### src/rtl/mem_write_drain_pkg.sv
// Purpose: shared types and default widths for the write-buffer drain path.
// Latency: n/a (types and constants only).
// Backpressure: n/a.
package mem_write_drain_pkg;

    localparam int MEM_ADDRESS_WIDTH = 32;
    localparam int MEM_DATA_WIDTH    = 128;

    typedef enum logic [1:0] {
        IDLE    = 2'd0,
        POP     = 2'd1,
        CAPTURE = 2'd2,
        REQ     = 2'd3
    } drain_state_t;

endpackage

### src/rtl/mem_drain_watchdog.sv
// Purpose: counts cycles spent waiting for a memory ack and flags a stuck request.
// Latency: expired is combinational from the count; counter restarts at 0 on each REQ entry.
// Backpressure: none; an ack in the limit cycle suppresses expired.
// Ports: clk, rst_n (async, active-low), enable (controller in REQ), ack, expired (pulse).
module mem_drain_watchdog #(
    parameter int TIMEOUT = 256
) (
    input  logic clk,
    input  logic rst_n,
    input  logic enable,
    input  logic ack,
    output logic expired
);

    localparam int CW = $clog2(TIMEOUT);
    localparam logic [CW-1:0] LIMIT = CW'(TIMEOUT - 1);

    logic [CW-1:0] cnt;

    assign expired = enable && !ack && (cnt == LIMIT);

    // Held at zero outside REQ so every request starts counting from 0.
    always_ff @(posedge clk or negedge rst_n) begin
        if (!rst_n) begin
            cnt <= '0;
        end else if (enable && !expired) begin
            cnt <= cnt + CW'(1);
        end else begin
            cnt <= '0;
        end
    end

endmodule

### src/rtl/mem_write_drain.sv
// Purpose: pops {address,data} entries from the write buffer and issues each as one memory write; runs the flush handshake.
// Latency: rd_en pulse in cycle t, mem_req_o visible in t+2; at most one write per 4 cycles.
// Backpressure: mem_req_o and address/data are held until mem_ack_i; the FIFO is only popped from IDLE.
// Ports: fifo_* (read side of fifo_address_data), mem_* (write req/ack), flush_i/flush_done_o, busy_o, err_timeout_o.
// Build option: define MEM_WRITE_DRAIN_TIMEOUT_EN to enable the ack watchdog; otherwise err_timeout_o is tied low.
module mem_write_drain
    import mem_write_drain_pkg::*;
#(
    parameter int ADDRESS_WIDTH = MEM_ADDRESS_WIDTH,
    parameter int DATA_WIDTH    = MEM_DATA_WIDTH,
    parameter int TIMEOUT       = 256
) (
    input  logic                     clk,
    input  logic                     rst_n,
    input  logic                     fifo_empty_i,
    output logic                     fifo_rd_en_o,
    input  logic [ADDRESS_WIDTH-1:0] fifo_address_i,
    input  logic [DATA_WIDTH-1:0]    fifo_data_i,
    output logic                     mem_req_o,
    output logic [ADDRESS_WIDTH-1:0] mem_address_o,
    output logic [DATA_WIDTH-1:0]    mem_data_o,
    input  logic                     mem_ack_i,
    input  logic                     flush_i,
    output logic                     flush_done_o,
    output logic                     busy_o,
    output logic                     err_timeout_o
);

    drain_state_t state;
    drain_state_t state_next;
    logic         flush_pend;
    logic         flush_fire;
    logic         timeout_hit;

`ifdef MEM_WRITE_DRAIN_TIMEOUT_EN
    mem_drain_watchdog #(
        .TIMEOUT (TIMEOUT)
    ) u_watchdog (
        .clk     (clk),
        .rst_n   (rst_n),
        .enable  (state == REQ),
        .ack     (mem_ack_i),
        .expired (timeout_hit)
    );

    always_ff @(posedge clk or negedge rst_n) begin
        if (!rst_n) begin
            err_timeout_o <= 1'b0;
        end else if (timeout_hit) begin
            err_timeout_o <= 1'b1;
        end
    end
`else
    logic unused_cfg;
    assign unused_cfg    = (TIMEOUT < 2);
    assign timeout_hit   = 1'b0;
    assign err_timeout_o = 1'b0;
`endif

    assign busy_o = (state != IDLE);

    // Empty is only trusted in IDLE, which is at least 3 cycles after the
    // last pop and so past the FIFO's two-cycle empty update lag.
    // A flush_i arriving while IDLE with an empty FIFO completes at once.
    always_comb begin
        state_next = state;
        flush_fire = 1'b0;
        case (state)
            IDLE: begin
                if (!fifo_empty_i) begin
                    state_next = POP;
                end else begin
                    flush_fire = flush_pend || flush_i;
                end
            end
            POP:     state_next = CAPTURE;
            CAPTURE: state_next = REQ;
            REQ: begin
                if (mem_ack_i || timeout_hit) begin
                    state_next = IDLE;
                end
            end
            default: state_next = IDLE;
        endcase
    end

    always_ff @(posedge clk or negedge rst_n) begin
        if (!rst_n) begin
            state         <= IDLE;
            fifo_rd_en_o  <= 1'b0;
            mem_req_o     <= 1'b0;
            mem_address_o <= '0;
            mem_data_o    <= '0;
            flush_pend    <= 1'b0;
            flush_done_o  <= 1'b0;
        end else begin
            state        <= state_next;
            fifo_rd_en_o <= (state_next == POP);
            mem_req_o    <= (state_next == REQ);
            flush_done_o <= flush_fire;
            // FIFO read data is valid the cycle after the pop.
            if (state == CAPTURE) begin
                mem_address_o <= fifo_address_i;
                mem_data_o    <= fifo_data_i;
            end
            if (flush_fire) begin
                flush_pend <= 1'b0;
            end else if (flush_i) begin
                flush_pend <= 1'b1;
            end
        end
    end

endmodule

### config.mk
export PLATFORM = sky130hd
export DESIGN_NAME = mem_write_drain
export DESIGN_NICKNAME = d
export VERILOG_FILES = /design/src/rtl/mem_write_drain_pkg.sv /design/src/rtl/mem_drain_watchdog.sv /design/src/rtl/mem_write_drain.sv
export SDC_FILE = /design/constraint.sdc
export NUM_CORES = 1
export LEC_CHECK = 0
export ABC_CLOCK_PERIOD_IN_PS = 2350
export BUFFER_PORTS_ARGS = -buffer_cell sky130_fd_sc_hd__buf_2
export CORE_AREA = 5 5 126 128
export CTS_CLUSTER_DIAMETER = 50
export CTS_CLUSTER_SIZE = 14
export DETAILED_ROUTE_END_ITERATION = 12
export DIE_AREA = 0 0 131 133
export PLACE_DENSITY = 0.9
export SLEW_MARGIN = 40
export SYNTH_ARGS = -nofsm -noshare
export SYNTH_HDL_FRONTEND = slang
export SYNTH_HIERARCHICAL = 1
export SYNTH_SLANG_ARGS = --single-unit
### constraint.sdc
create_clock -name clk -period 2.35 [get_ports clk]
set_input_delay 0.47 -clock clk [delete_from_list [all_inputs] [get_ports clk]]
set_output_delay 0.47 -clock clk [all_outputs]
set_load 0.02 [all_outputs]
=== Word-level counts from Yosys, hierarchy flattened ===
Cells that the tools add are included.

* Memories kept: 0
* Bits in writable memories: 0
* Input port bits: 165
* Latch bits: 0
* Bits in registers: 166
* Bits in read-only memories: 0

* Reduce and logical (&&, ||, !) cells: 4
* Shift-type cells: 0
* $mul: 0
* Eq/ne operators: 5
* Mux-type cells: 7
* $lt $le $gt $ge: 0
* Bitwise logic cells: 0
* Add/sub/neg operators: 0
* Div/mod/pow operators: 0

{| class="wikitable"
|+ Operators with widths
! operator !! number
|-
| $pmux 2 s4 || 1
|-
| $eq 2x2->1 const B || 3
|-
| $eq 2x1->1 const B || 2
|-
| $mux 1 || 4
|-
| $mux 2 || 2
|-
| $reduce_bool 2->1 || 2
|-
| $logic_not 2->1 || 1
|-
| $logic_or 1x1->1 || 1
|}

=== Logic depth before layout (Yosys ltp) ===
* Depth in word-level cells: 4
* Depth in mapped cells: 5
* Gate-level depth less buffers: 2

=== Worst setup path before layout ===
No wires, ideal clock.

* Path type: reg-to-reg
* Start: reg state[0]
* End: reg mem_address_o[0]
* Slack: 0.970 ns
* Required time: 2.225 ns
* Arrival: 1.255 ns
* Period minus slack after synthesis: 1.380 ns
* Cell stages (with the launch flop): 6
* Cell sequence: dfrtp_1 nor2b_1 buf_6 buf_12 buf_8 mux2_4

* Longest elaborated chain between the ends: 1

{| class="wikitable"
|+ Ends and longest elaborated chain
! element !! RTL line !! source
|-
| from (decl) || mem_write_drain.sv:29 || <nowiki>drain_state_t state;</nowiki>
|-
| from (signal assigned) || mem_write_drain.sv:97 || <nowiki>state <= state_next;</nowiki>
|-
| $eq 2x2->1 || mem_write_drain.sv:102 || <nowiki>if (state == CAPTURE) begin</nowiki>
|-
| to (signal assigned) || mem_write_drain.sv:103 || <nowiki>mem_address_o <= fifo_address_i;</nowiki>
|-
| to (decl) || mem_write_drain.sv:20 || <nowiki>output logic [ADDRESS_WIDTH-1:0] mem_address_o,</nowiki>
|}

No other way between the ends.
A chain may end at the register's enable or synchronous reset.

=== Final worst setup path ===
* Start: reg state[0]
* End: out busy_o

* Longest elaborated chain between the ends: 1

{| class="wikitable"
|+ Ends and longest elaborated chain
! element !! RTL line !! source
|-
| $reduce_bool 2->1 || mem_write_drain.sv:60 || <nowiki>assign busy_o = (state != IDLE);</nowiki>
|-
| to (decl) || mem_write_drain.sv:25 || <nowiki>output logic busy_o,</nowiki>
|}

No other way between the ends.

==> metrics.txt <==
status=finished clean; slowest cell on the critical path=dfrtp_1; initial antenna violation count=0; clock buffer count from CTS=17; die extent in y=133 µm; total power=15020 µW; clock network fraction of design power=17.2%; Lkg Pwr=0.004582 µW; predominant post-synthesis flop cell=dfrtp_1; Psw=5633 µW; flop-to-flop setup slack=0.66 ns; fmax=569.3 MHz; first-pass GRT wire length=23830 µm; Switching Share=37.49%; Nets=857; DP HPWL=12000 µm; clock-pin slew on the worst setup and hold paths=0.06 ns; core box area=14750 µm²; max-cap viol count=0; largest family of logic cells by synthesized area=multiplexers; Placed Cells=860; Final Non-Filler Cells=891; type of the most critical hold path=input port to flip-flop; root buf cell=clkbuf_16; crit path time final=1.757 ns; area delta synth->final=35.18%; vias=4204; Max stage delay on crit path=0.44 ns; CP cell instances=nor2_1, inv_1, buf_2; asr flop ratio synth=100.0%; VDD IR-drop max=1037 µV; Yosys cell types=18; FF-to-FF path depth=3; Die Area=17420 µm²; Post-Synth Adder-Cell Area=0%; dominant cells by area after synthesis=dfrtp_1 (63%), mux2_4 (23%), mux2_2 (10%), buf_8 (2.3%), buf_2 (0.45%); Final Skew=0.004095 ns; Worst-Skew Late Latency=0.41 ns; overall global routing resource usage=17.84%; Post-synth top cells=dfrtp_1 (166), mux2_4 (100), mux2_2 (60); post-synthesis compound-gate area fraction=0.3026%; Vias per Instance=4.718; # IOs=330; GPL Wtd Cong=0.7660; Final TNS setup=0 ns; Max Slew Vio Count=0; Worst setup endpoint=busy_o; WL/cell=17.83 µm; vias in the first global route=4642; Routed Antenna Nets=0; Worst setup SP type=flip-flop; CP Launch Point=state[0]$_DFF_PN0_; largest net degree at the start of global routing=84; # diodes=0; Worst R2R End=mem_address_o[19]$_DFFE_PN0P_; sequential area share after synthesis=62.80%; Least-Margin Pin Slew=0.5908 ns; simple-gate share of the synthesized area=0.5674%; Post-synth EDFFs=0; Initial Utilization=44.84%; xor and xnor area share after synthesis=0%; CP required=1.88 ns; combinational power share=48.6%; share of layout cells above drive strength 1=74.40%; Pwr Density=1680 nW/µm²; Iteration-0 DRC Markers=123; Hold Fails Final Rpt=0; fraction of synthesized area in multiplexers=32.91%; row count=45; critical path class=flip-flop to primary output; cell-internal power=9391 µW; Yosys top cell by area=dfrtp_1; worst relative slew slack=60.61%; drt total wl=15890 µm; clk buf depth=2; total grt overflow=0; FF+latch area=4154 µm²; quantity of I/O buffers inserted on ports=328; area of the multi-input gates=2246 µm²; Seq pwr share=34.3%; Final Setup Violations=0; crit share post-route=74.75%; Post-Syn Instances=357; Post-route DRC=0; Ys Warns=6; Critical Path End Type=primary output; TritonRoute pass-1 iters=4; Netlist Area Pre-Place=6615 µm²; post-synthesis register bit count=166; TritonCTS clock tree=done; Worst Path Arrival=1.29 ns; Net Count, Synth=522; RSZ-0062 raised after global routing=false; Fillers=1135; H-tree depth=4; Synth top area share=62.80%; syn avg cell area=18.53 µm²; most common cell in the netlist=dfrtp_1; Reg2Reg Launch Point=state[0]$_DFF_PN0_; crit path max fanout=6; die width=131 µm; CTS Sinks=166; hold_ws=0.2529 ns
-- layout make-up --
class,instances,share of cell area [%]
Sequential cell,166,46.45
Multi-Input combinational cell,171,25.12
Timing Repair Buffer,335,19.60
Clock buffer,22,5.303
Tap cell,188,2.630
Clock inverter,8,0.8535
Inverter,1,0.04198
-- how the worst min path moves through the flow --
stage | from | end | slack [ns] | cells past startpoint
global route | fifo_empty_i | fifo_rd_en_o$_DFF_PN0_ | 0.23 | 2
detailed placement | rst_n | mem_data_o[96]$_DFFE_PN0P_ | 0.42 | 1
CTS | fifo_empty_i | fifo_rd_en_o$_DFF_PN0_ | 0.23 | 2
finish | fifo_empty_i | fifo_rd_en_o$_DFF_PN0_ | 0.25 | 2
floorplan | rst_n | fifo_rd_en_o$_DFF_PN0_ | 0.17 | 0
global placement | rst_n | mem_data_o[95]$_DFFE_PN0P_ | 0.42 | 1
-- placed cells by master (no fill, tap or decap), drive strengths merged --
cell         instances
buf                334
clkinvlp             3
nor2                 3
mux2               160
clkinv               4
inv                  1
clkbuf              22
a21boi               1
bufinv               1
dfrtp              166
nor3                 1
a21oi                1
and3b                1
o21bai               1
conb                 1
and3                 1
nor2b                1
dlygate4sd3          1
-- what timing repair did --
item | CTS | global route
endpoints found under the hold margin | 40 | 0
hold buffers | 1 | 0
resized for setup | 0 | 0
buffers inserted | 0 | 0
-- through the flow --
step	util [%]	worst slack (ns)	area [µm²]
after floorplan	-	0.9697	6615
after global placement	56.82	0.7372	8382
after detailed placement	56.82	0.7032	8382
after CTS	60.62	0.5572	8942
after global routing	60.62	0.4667	8942
final	60.62	0.5934	8942
-- cells by family (layout without fill, tap and decap cells) --
logic type,Yosys count,count (layout)
buffers and inverters,20,366
and+or+nand+nor,7,7
DFF,166,166
other,1,1
AOI/OAI and AO/OA,3,3
muxes,160,160
-- power by group through the flow --
stage	Combinational (µW)	Clock, µW	Sequential (µW)
final	7300	2580	5150
after global routing	7690	2770	5340
after CTS	7390	2660	5160
after detailed placement	7370	0	5170
after global placement	7200	0	5080
after floorplan	3550	0	6890
-- layer usage --
| metal | vias to the layer above | part of all wire, % | wire [µm] | global-route usage, % |
|---|---|---|---|---|
| met4 | 0 | 1.2 | 193 | 6.171 |
| met1 | 2076 | 37 | 5850 | 19.87 |
| met5 | - | 0 | 0 | 0 |
| met2 | 197 | 52 | 8205 | 30.67 |
| li1 | 1917 | - | - | - |
| met3 | 14 | 10 | 1637 | 7.065 |
-- worst max-delay path, delay by kind of cell, from the launching register on --
kind,cells,cell delay [ns]
DFF,1,0.44
and+or+nand+nor,1,0.23
buffers and inverters,2,0.22
-- flip-flops by register name, summed over array words and instances (netlist names) --
| register | flops |
|---|---|
| mem_data_o | 128 |
| mem_address_o | 32 |
| state | 2 |
| fifo_rd_en_o | 1 |
| flush_done_o | 1 |
| flush_pend | 1 |
| mem_req_o | 1 |
Power figures use the tool's default switching activity.
